[src/rtl/i2c_txn_arb.sv]
// Two-requester round-robin arbiter and sequencer for the shared I2C master engine.
// Latches the granted requester's fields, launches the engine, supervises it with a
// saturating timeout and returns the result only to the granted requester.
module i2c_txn_arb #(
  parameter int unsigned TOUT_CYC = 50000,
  parameter int unsigned TOUT_W   = 16
) (
  input  logic       clk,
  input  logic       rst,
  input  logic       req0,
  input  logic       rw0,
  input  logic [6:0] dev0,
  input  logic [7:0] addr0,
  input  logic [7:0] wdata0,
  output logic       bsy0,
  output logic       ok0,
  output logic       err0,
  output logic [7:0] rdata0,
  input  logic       req1,
  input  logic       rw1,
  input  logic [6:0] dev1,
  input  logic [7:0] addr1,
  input  logic [7:0] wdata1,
  output logic       bsy1,
  output logic       ok1,
  output logic       err1,
  output logic [7:0] rdata1,
  output logic       m_req,
  output logic       m_rw,
  output logic [6:0] m_dev,
  output logic [7:0] m_addr,
  output logic [7:0] m_wdata,
  input  logic [7:0] m_rdata,
  input  logic       m_bsy,
  input  logic       m_ok,
  output logic       gnt
);

  localparam logic [TOUT_W-1:0] ToutLast = TOUT_W'(TOUT_CYC - 1);
  localparam logic [TOUT_W-1:0] CntOne   = TOUT_W'(1);

  typedef enum logic [2:0] {StIdle, StLaunch, StWaitBsy, StRun, StDone} state_e;

  state_e            state_q, state_d;
  logic [TOUT_W-1:0] cnt_q, cnt_d, cnt_inc;
  logic              gnt_q, gnt_d;
  logic              last_q, last_d;
  logic [1:0]        rearm_q, rearm_d;
  logic [1:0]        bsy_q, bsy_d;
  logic [1:0]        ok_q, ok_d;
  logic [1:0]        err_q, err_d;
  logic [7:0]        rdata0_q, rdata0_d, rdata1_q, rdata1_d;
  logic              m_rw_q, m_rw_d;
  logic [6:0]        m_dev_q, m_dev_d;
  logic [7:0]        m_addr_q, m_addr_d, m_wdata_q, m_wdata_d;
  logic [1:0]        elig;
  logic              sel;
  logic              tout;

  assign elig    = {req1, req0} & rearm_q;
  assign tout    = (cnt_q == ToutLast);
  // Saturate rather than wrap so a huge TOUT_CYC can never alias to an early expiry.
  assign cnt_inc = (cnt_q == '1) ? cnt_q : cnt_q + CntOne;

  // Next-state, arbitration and result logic.
  always_comb begin
    state_d   = state_q;
    cnt_d     = cnt_q;
    gnt_d     = gnt_q;
    last_d    = last_q;
    // A requester becomes eligible again only after its request is seen low.
    rearm_d   = rearm_q | ~{req1, req0};
    bsy_d     = bsy_q;
    ok_d      = '0;
    err_d     = '0;
    rdata0_d  = rdata0_q;
    rdata1_d  = rdata1_q;
    m_rw_d    = m_rw_q;
    m_dev_d   = m_dev_q;
    m_addr_d  = m_addr_q;
    m_wdata_d = m_wdata_q;
    sel       = (&elig) ? ~last_q : elig[1];
    unique case (state_q)
      StIdle: begin
        if (elig != 2'b00) begin
          m_rw_d        = sel ? rw1 : rw0;
          m_dev_d       = sel ? dev1 : dev0;
          m_addr_d      = sel ? addr1 : addr0;
          m_wdata_d     = sel ? wdata1 : wdata0;
          gnt_d         = sel;
          bsy_d[sel]    = 1'b1;
          rearm_d[sel]  = 1'b0;
          state_d       = StLaunch;
        end
      end
      StLaunch: begin
        cnt_d   = '0;
        state_d = StWaitBsy;
      end
      StWaitBsy: begin
        if (m_bsy) begin
          cnt_d   = '0;
          state_d = StRun;
        end else if (tout) begin
          err_d[gnt_q] = 1'b1;
          state_d      = StDone;
        end else begin
          cnt_d = cnt_inc;
        end
      end
      StRun: begin
        // Engine completion takes priority over a timeout landing on the same cycle.
        if (!m_bsy) begin
          state_d = StDone;
          if (m_ok) begin
            ok_d[gnt_q] = 1'b1;
            if (m_rw_q) begin
              if (gnt_q) rdata1_d = m_rdata;
              else       rdata0_d = m_rdata;
            end
          end else begin
            err_d[gnt_q] = 1'b1;
          end
        end else if (tout) begin
          err_d[gnt_q] = 1'b1;
          state_d      = StDone;
        end else begin
          cnt_d = cnt_inc;
        end
      end
      StDone: begin
        bsy_d   = '0;
        last_d  = gnt_q;
        state_d = StIdle;
      end
      default: state_d = StIdle;
    endcase
  end

  // State and output registers; reset returns to idle with requester 0 favoured.
  always_ff @(posedge clk or negedge rst) begin
    if (!rst) begin
      state_q   <= StIdle;
      cnt_q     <= '0;
      gnt_q     <= 1'b1;
      last_q    <= 1'b1;
      rearm_q   <= 2'b11;
      bsy_q     <= '0;
      ok_q      <= '0;
      err_q     <= '0;
      rdata0_q  <= '0;
      rdata1_q  <= '0;
      m_rw_q    <= 1'b0;
      m_dev_q   <= '0;
      m_addr_q  <= '0;
      m_wdata_q <= '0;
    end else begin
      state_q   <= state_d;
      cnt_q     <= cnt_d;
      gnt_q     <= gnt_d;
      last_q    <= last_d;
      rearm_q   <= rearm_d;
      bsy_q     <= bsy_d;
      ok_q      <= ok_d;
      err_q     <= err_d;
      rdata0_q  <= rdata0_d;
      rdata1_q  <= rdata1_d;
      m_rw_q    <= m_rw_d;
      m_dev_q   <= m_dev_d;
      m_addr_q  <= m_addr_d;
      m_wdata_q <= m_wdata_d;
    end
  end

  assign m_req   = (state_q == StLaunch);
  assign m_rw    = m_rw_q;
  assign m_dev   = m_dev_q;
  assign m_addr  = m_addr_q;
  assign m_wdata = m_wdata_q;
  assign gnt     = gnt_q;
  assign bsy0    = bsy_q[0];
  assign bsy1    = bsy_q[1];
  assign ok0     = ok_q[0];
  assign ok1     = ok_q[1];
  assign err0    = err_q[0];
  assign err1    = err_q[1];
  assign rdata0  = rdata0_q;
  assign rdata1  = rdata1_q;

endmodule

[config.mk]
export PLATFORM = sky130hd
export DESIGN_NAME = i2c_txn_arb
export DESIGN_NICKNAME = d
export VERILOG_FILES = /design/src/rtl/i2c_txn_arb.sv
export SDC_FILE = /design/constraint.sdc
export NUM_CORES = 1
export LEC_CHECK = 0
export BUFFER_PORTS_ARGS = -buffer_cell sky130_fd_sc_hd__buf_2
export CORE_MARGIN = 4
export CORE_UTILIZATION = 50
export CTS_CLUSTER_DIAMETER = 80
export DETAILED_ROUTE_END_ITERATION = 16
export PLACE_DENSITY = 0.84
export SYNTH_ARGS = -nofsm -noshare
export SYNTH_HDL_FRONTEND = slang
export SYNTH_SLANG_ARGS = --single-unit
export TNS_END_PERCENT = 20
[constraint.sdc]
create_clock -name clk -period 2.7 [get_ports clk]
set_clock_uncertainty 0.2 [all_clocks]
set_input_delay 0.135 -clock clk [delete_from_list [all_inputs] [get_ports clk]]
set_output_delay 0.135 -clock clk [all_outputs]
set_load 0.01 [all_outputs]
; ---- Yosys cells after proc, flatten, opt, wreduce, memory -nomap -nowiden
; Index checks and enable logic that the tools add are counted.
[totals]
elab_cells = 79
reg_bits = 69
inputBits = 62
out_inout_bits = 48
[classes]
n_lt_le_gt_ge = 4
n_eq_ne = 8
reduce_logical = 12
muxes = 31
bitwise_logic = 9
add_sub_neg = 1
[ops]
columns = op, count
row1 = 2-to-1 mux 16 bit, 4
row2 = case mux 16 bit (3 select lines), 1
row3 = "equality test 16 bit, second input constant", 2
row4 = 2-to-1 mux 2 bit, 10
row5 = "adder 16 x 1 -> 16 bit, second input constant", 1
row6 = 2-to-1 mux 8 bit, 2
row7 = 2-to-1 mux 3 bit, 4
row8 = case mux 3 bit (4 select lines), 1
row9 = AND reduction 5 bit, 2
row10 = case mux 2 bit (2 select lines), 2
row11 = AND reduction 2 bit, 4
row12 = 2-to-1 mux 7 bit, 1
row13 = "equality test 3 x 2 -> 1 bit, second input constant", 2
row14 = AND 2 bit, 2
row15 = "less-than comparator 1 x 2 -> 1 bit, second input constant", 2
row16 = 2-to-1 mux 1 bit, 4
row17 = "inequality test 2 bit, second input constant", 2
row18 = NOT 2 bit, 2
row19 = OR 2 bit, 2
row20 = nonzero test 2 bit, 2
row21 = "equality test 3 x 1 -> 1 bit, second input constant", 1
row22 = "equality test 3 bit, second input constant", 1
row23 = zero test 3 bit, 1
row24 = NOT 1 bit, 3
row25 = 4 further kinds, 7

; ---- Longest topological paths before layout
[logic_depth]
depth_word = 11
depth_mapped = 7
mapped_depth_nobuf = 6

; ---- Worst setup path before layout
; No wires, ideal clock.
[synth_timing]
kind = register -> register
from = reg cnt_q[4]
to = reg cnt_q[2]
arrival_time_ns = 2.065
synth_period_minus_slack_ns = 2.348
stages_incl_launch_ff = 6
slack_ns = 0.352
n_path_buf = 0
required_time_ns = 2.417
setup_time_ns = 0.083
cell_sequence = dfrtp_1 or4_4 or4_4 a21boi_4 a311o_1 o21ai_0
[synth_via]
elab_chain_cells = 5
word_cells_on_any_way = 7
classes_between = eq/ne (2) / mux (5)
[synth_rtl]
columns = item, line
row1 = from (decl), 45  ; logic [TOUT_W-1:0] cnt_q, cnt_d, cnt_inc;
row2 = from (signal assigned), 159  ; cnt_q <= cnt_d;
row3 = equality test 16 bit, 63  ; assign cnt_inc = (cnt_q == '1) ? cnt_q : cnt_q + CntOne;
row4 = 2-to-1 mux 16 bit, 63
row5 = 2-to-1 mux 16 bit (*), "104, 124"
row6 = 2-to-1 mux 16 bit (on tied branches), "113, 101"
row7 = case mux 16 bit (3 select lines) (*), 83  ; unique case (state_q)
; Every way passes the cells marked *; elsewhere a longest branch is shown, timed or not. The select of a mux whose other input is x is not followed.
; A chain may end at the register's enable or synchronous reset.

; ---- Worst setup path after layout
[layout_timing]
from = reg rearm_q[1]
to = reg m_addr_q[1] (netlist: m_addr[1])
[layout_via]
elab_chain_cells = 4
word_cells_on_any_way = 6
classes_between = mux (2) / bitwise (1) / reduce/logical (3)
[layout_rtl]
columns = item, line
row1 = from (decl), 48  ; logic [1:0] rearm_q, rearm_d;
row2 = from (signal assigned), 162  ; rearm_q <= rearm_d;
row3 = AND 2 bit (*), 60  ; assign elig = {req1, req0} & rearm_q;
row4 = AND reduction 2 bit, 82  ; sel = (&elig) ? ~last_q : elig[1];
row5 = 2-to-1 mux 1 bit, 82
row6 = 2-to-1 mux 8 bit, 88  ; m_addr_d = sel ? addr1 : addr0;
row7 = to (signal assigned), 170  ; m_addr_q <= m_addr_d;
row8 = to (decl), 55  ; logic [7:0] m_addr_q, m_addr_d, m_wdata_q, m_wdata_d;
; Every way passes the cells marked *; elsewhere a longest branch is shown, timed or not.

==> impl_metrics.tcl <==
set metrics [dict create \
    syn_area_per_cell_um2 11.0 \
    setup_violations 0 \
    synthAdderAreaFrac 0.00401 \
    design_area_um2 4620 \
    placed_area_um2 3740 \
    wl_um 10500 \
    final_common_cell "buf_2" \
    leakagePower_nw 2.31 \
    slew_viol_final 0 \
    max_freq_mhz 373 \
    p_comb_frac 0.430 \
    grt_overflow 0 \
    grtUsageMet3 0.0653 \
    clockBufferDepth 2 \
    startpoint_type "flip-flop" \
    p_switching_mw 1.78 \
    p_clk_frac 0.212 \
    cts.clk_slew.worst_paths_ps 80 \
    synthCells 285 \
    crit_path_end_kind "flip-flop" \
    crit_required_ps 2740 \
    start_util 0.521 \
    seq_area_um2 1730 \
    cts_buffers 9 \
    synthFlopType "dfrtp_1" \
    async_flop_share 1.00 \
    dieArea_um2 7570 \
    p_seq_frac 0.357 \
    grt_pass1_wl_um 16800 \
    syn_area_um2 3120 \
    switching_share 0.363 \
    ioPinCount 110 \
    slew_headroom 0.428 \
    grt_pass1_vias 3262 \
    fillers 367 \
    grt-busiest-layer "met2" \
    mostFrequentLayoutCells "buf_2, dfrtp_1, dlygate4sd3_1" \
    maxCapViolations 0 \
    period_needed_ps 2680 \
    drive_above_1_share 0.338 \
    worst_pin_slew_ps 858 \
    synth_xor_area_frac 0.00280 \
    dr.pass1.iters 5 \
    dr.first_iter.drc_count 462 \
    globalRouteMet1Util 0.352 \
    routedWlPerCell_um 19.6 \
    h-tree-depth 3 \
    synthSimpleGateAreaFrac 0.128 \
    post_drt_via_cell_ratio 5.96 \
    clkSinkCount 69 \
    place_hpwl_um 5640 \
    synth_top_family_by_area "compound AO/OA/AOI/OAI gates" \
    antenna_left 0 \
    core_um2 5990 \
    ys_seq_area_frac 0.554 \
    synth_mux_area_frac 0.0577 \
    die_h_um 87.0 \
    hp-class "reg -> reg" \
    p_int_mw 3.13 \
    synthDistinctLibCells 45 \
    synth_compound_area_frac 0.197 \
    netlist.area_leader.share 0.521 \
    grt_max_degree 70 \
    multi_input_area_um2 1220 \
    synth_nets 348 \
    gp_congestion 0.931 \
    area_growth_pct 48.0 \
    worstPathArrival_ps 2720 \
    fin_crit_sh 0.992 \
    rows 28 \
    antenna_cells 0 \
    cts_root_buffer "clkbuf_8" \
    peakVddDrop_mv 0.720 \
    fin_setup_tns_ps 0 \
    critPathKind "reg -> reg" \
    p_per_area_nw_per_um2 1060 \
    nets 520 \
    met2_usage 0.487 \
    rsz0062_at_grt "true" \
    hold_viol 0 \
    synth.top_cells.by_area "dfrtp_1, a222oi_1, mux2_2" \
    drc_errors 0 \
    status "finished clean" \
    synth_edf_count 0 \
    yosys.area.top_type "dfrtp_1" \
    cts_tree "done" \
    vias 3199 \
    track_usage 0.293 \
    synth_seq_cells 69 \
    clock_latency_ps 340 \
    antenna_found_initial 0 \
    die_x_um 87.0 \
    numPortBuffers 109 \
    ys_warn_count 0 \
    cp_max_fo 24 \
]
==> through the flow <==
step	total power [mW]	utilization	setup WS [ps]	hold WS [ps]	cells
after floorplan	2.70	-	352	-361	285
after global placement	3.27	0.625	283	90.9	459
after detailed placement	3.33	0.625	256	102	459
after CTS	4.76	0.768	124	274	536
after global routing	5.20	0.771	-32.5	325	537
final	4.91	0.771	21.2	300	537
==> logic make-up (layout without fill, tap and decap cells) <==
family,count (synthesis),in the layout
AND/OR/NAND/NOR,73,73
multiplexers,16,16
XOR/XNOR,1,1
flip-flops,69,69
adder cells (fa/ha/maj),1,1
buffers and inverters,47,224
AO/OA/AOI/OAI,78,78
==> layer usage <==
metal / vias up / part of all wire
met5: - / 0
met4: 0 / 0.034
met3: 27 / 0.084
met2: 204 / 0.50
met1: 1535 / 0.39
li1: 1433 / -
==> cell type report <==
class | instances | share of cell area
inverter | 32 | 0.0260
clock inverter | 5 | 0.0233
timing repair buffer | 176 | 0.262
tap | 75 | 0.0203
clock buffer | 11 | 0.0306
sequential | 69 | 0.375
multi-input combinational | 169 | 0.263
==> registers in the layout, summed over array words and instances, names as in the netlist <==
name,count
m_dev,7
rearm_q,2
rdata0,8
ok_q,2
cnt_q,16
err_q,2
last_q,1
m_addr,8
state_q,3
m_wdata,8
rdata1,8
bsy_q,2
m_rw,1
gnt,1
==> final timing paths <==
check                                start          to  slack [ps]  depth (start not counted)
min in group asynchronous              rst  m_wdata[1]         330                          3
max in group asynchronous              rst    cnt_q[2]        1400                          3
worst max register to register  rearm_q[1]   m_addr[1]          20                          6
worst min register to register   rdata1[5]   rdata1[5]         300                          1
worst max-delay path            rearm_q[1]   m_addr[1]          20                          6
worst min-delay path             rdata1[5]   rdata1[5]         300                          1
==> critical path, cell delays in order, from the launching register on <==
cell and delay [ps]:
dfstp_2 550, nand2_1 90, a2111o_1 500, buf_6 210, a222oi_1 370, dlygate4sd3_1 600, inv_1 60
==> synth_stat cells, types with 2 or more instances <==
master / n
o41ai_1: 2
a31oi_1: 2
a21oi_1: 19
clkbuf_1: 15
a311oi_1: 2
a211o_1: 3
dfstp_2: 4
inv_1: 32
a2bb2oi_1: 2
a222oi_1: 24
nand3_1: 9
and4_1: 3
nor3_1: 7
o21ai_0: 7
nand4_1: 8
mux2_2: 16
or3_1: 2
nand2b_1: 5
o311ai_0: 2
or4_4: 2
nor2b_1: 2
nor2_1: 10
nand2_1: 15
dfrtp_1: 65
o211ai_1: 2
nor4_1: 4
o31ai_1: 3
==> power groups by stage <==
stage | combinational, mW | sequential (mW) | clock (mW)
finish | 2.11 | 1.75 | 1.04
global route | 2.30 | 1.80 | 1.11
global placement | 1.57 | 1.70 | 0
detailed placement | 1.62 | 1.71 | 0
floorplan | 0.871 | 1.82 | 0
CTS | 2.02 | 1.70 | 1.05
==> repair_timing <==
item | 4_1_cts | 5_1_grt
setup buffers | 0 | 1
endpoints found under the hold margin | 112 | 4
setup endpoints to repair | 0 | 24
resized for setup | 0 | 3
hold buffers | 61 | 4
Power figures use the tool's default switching activity.
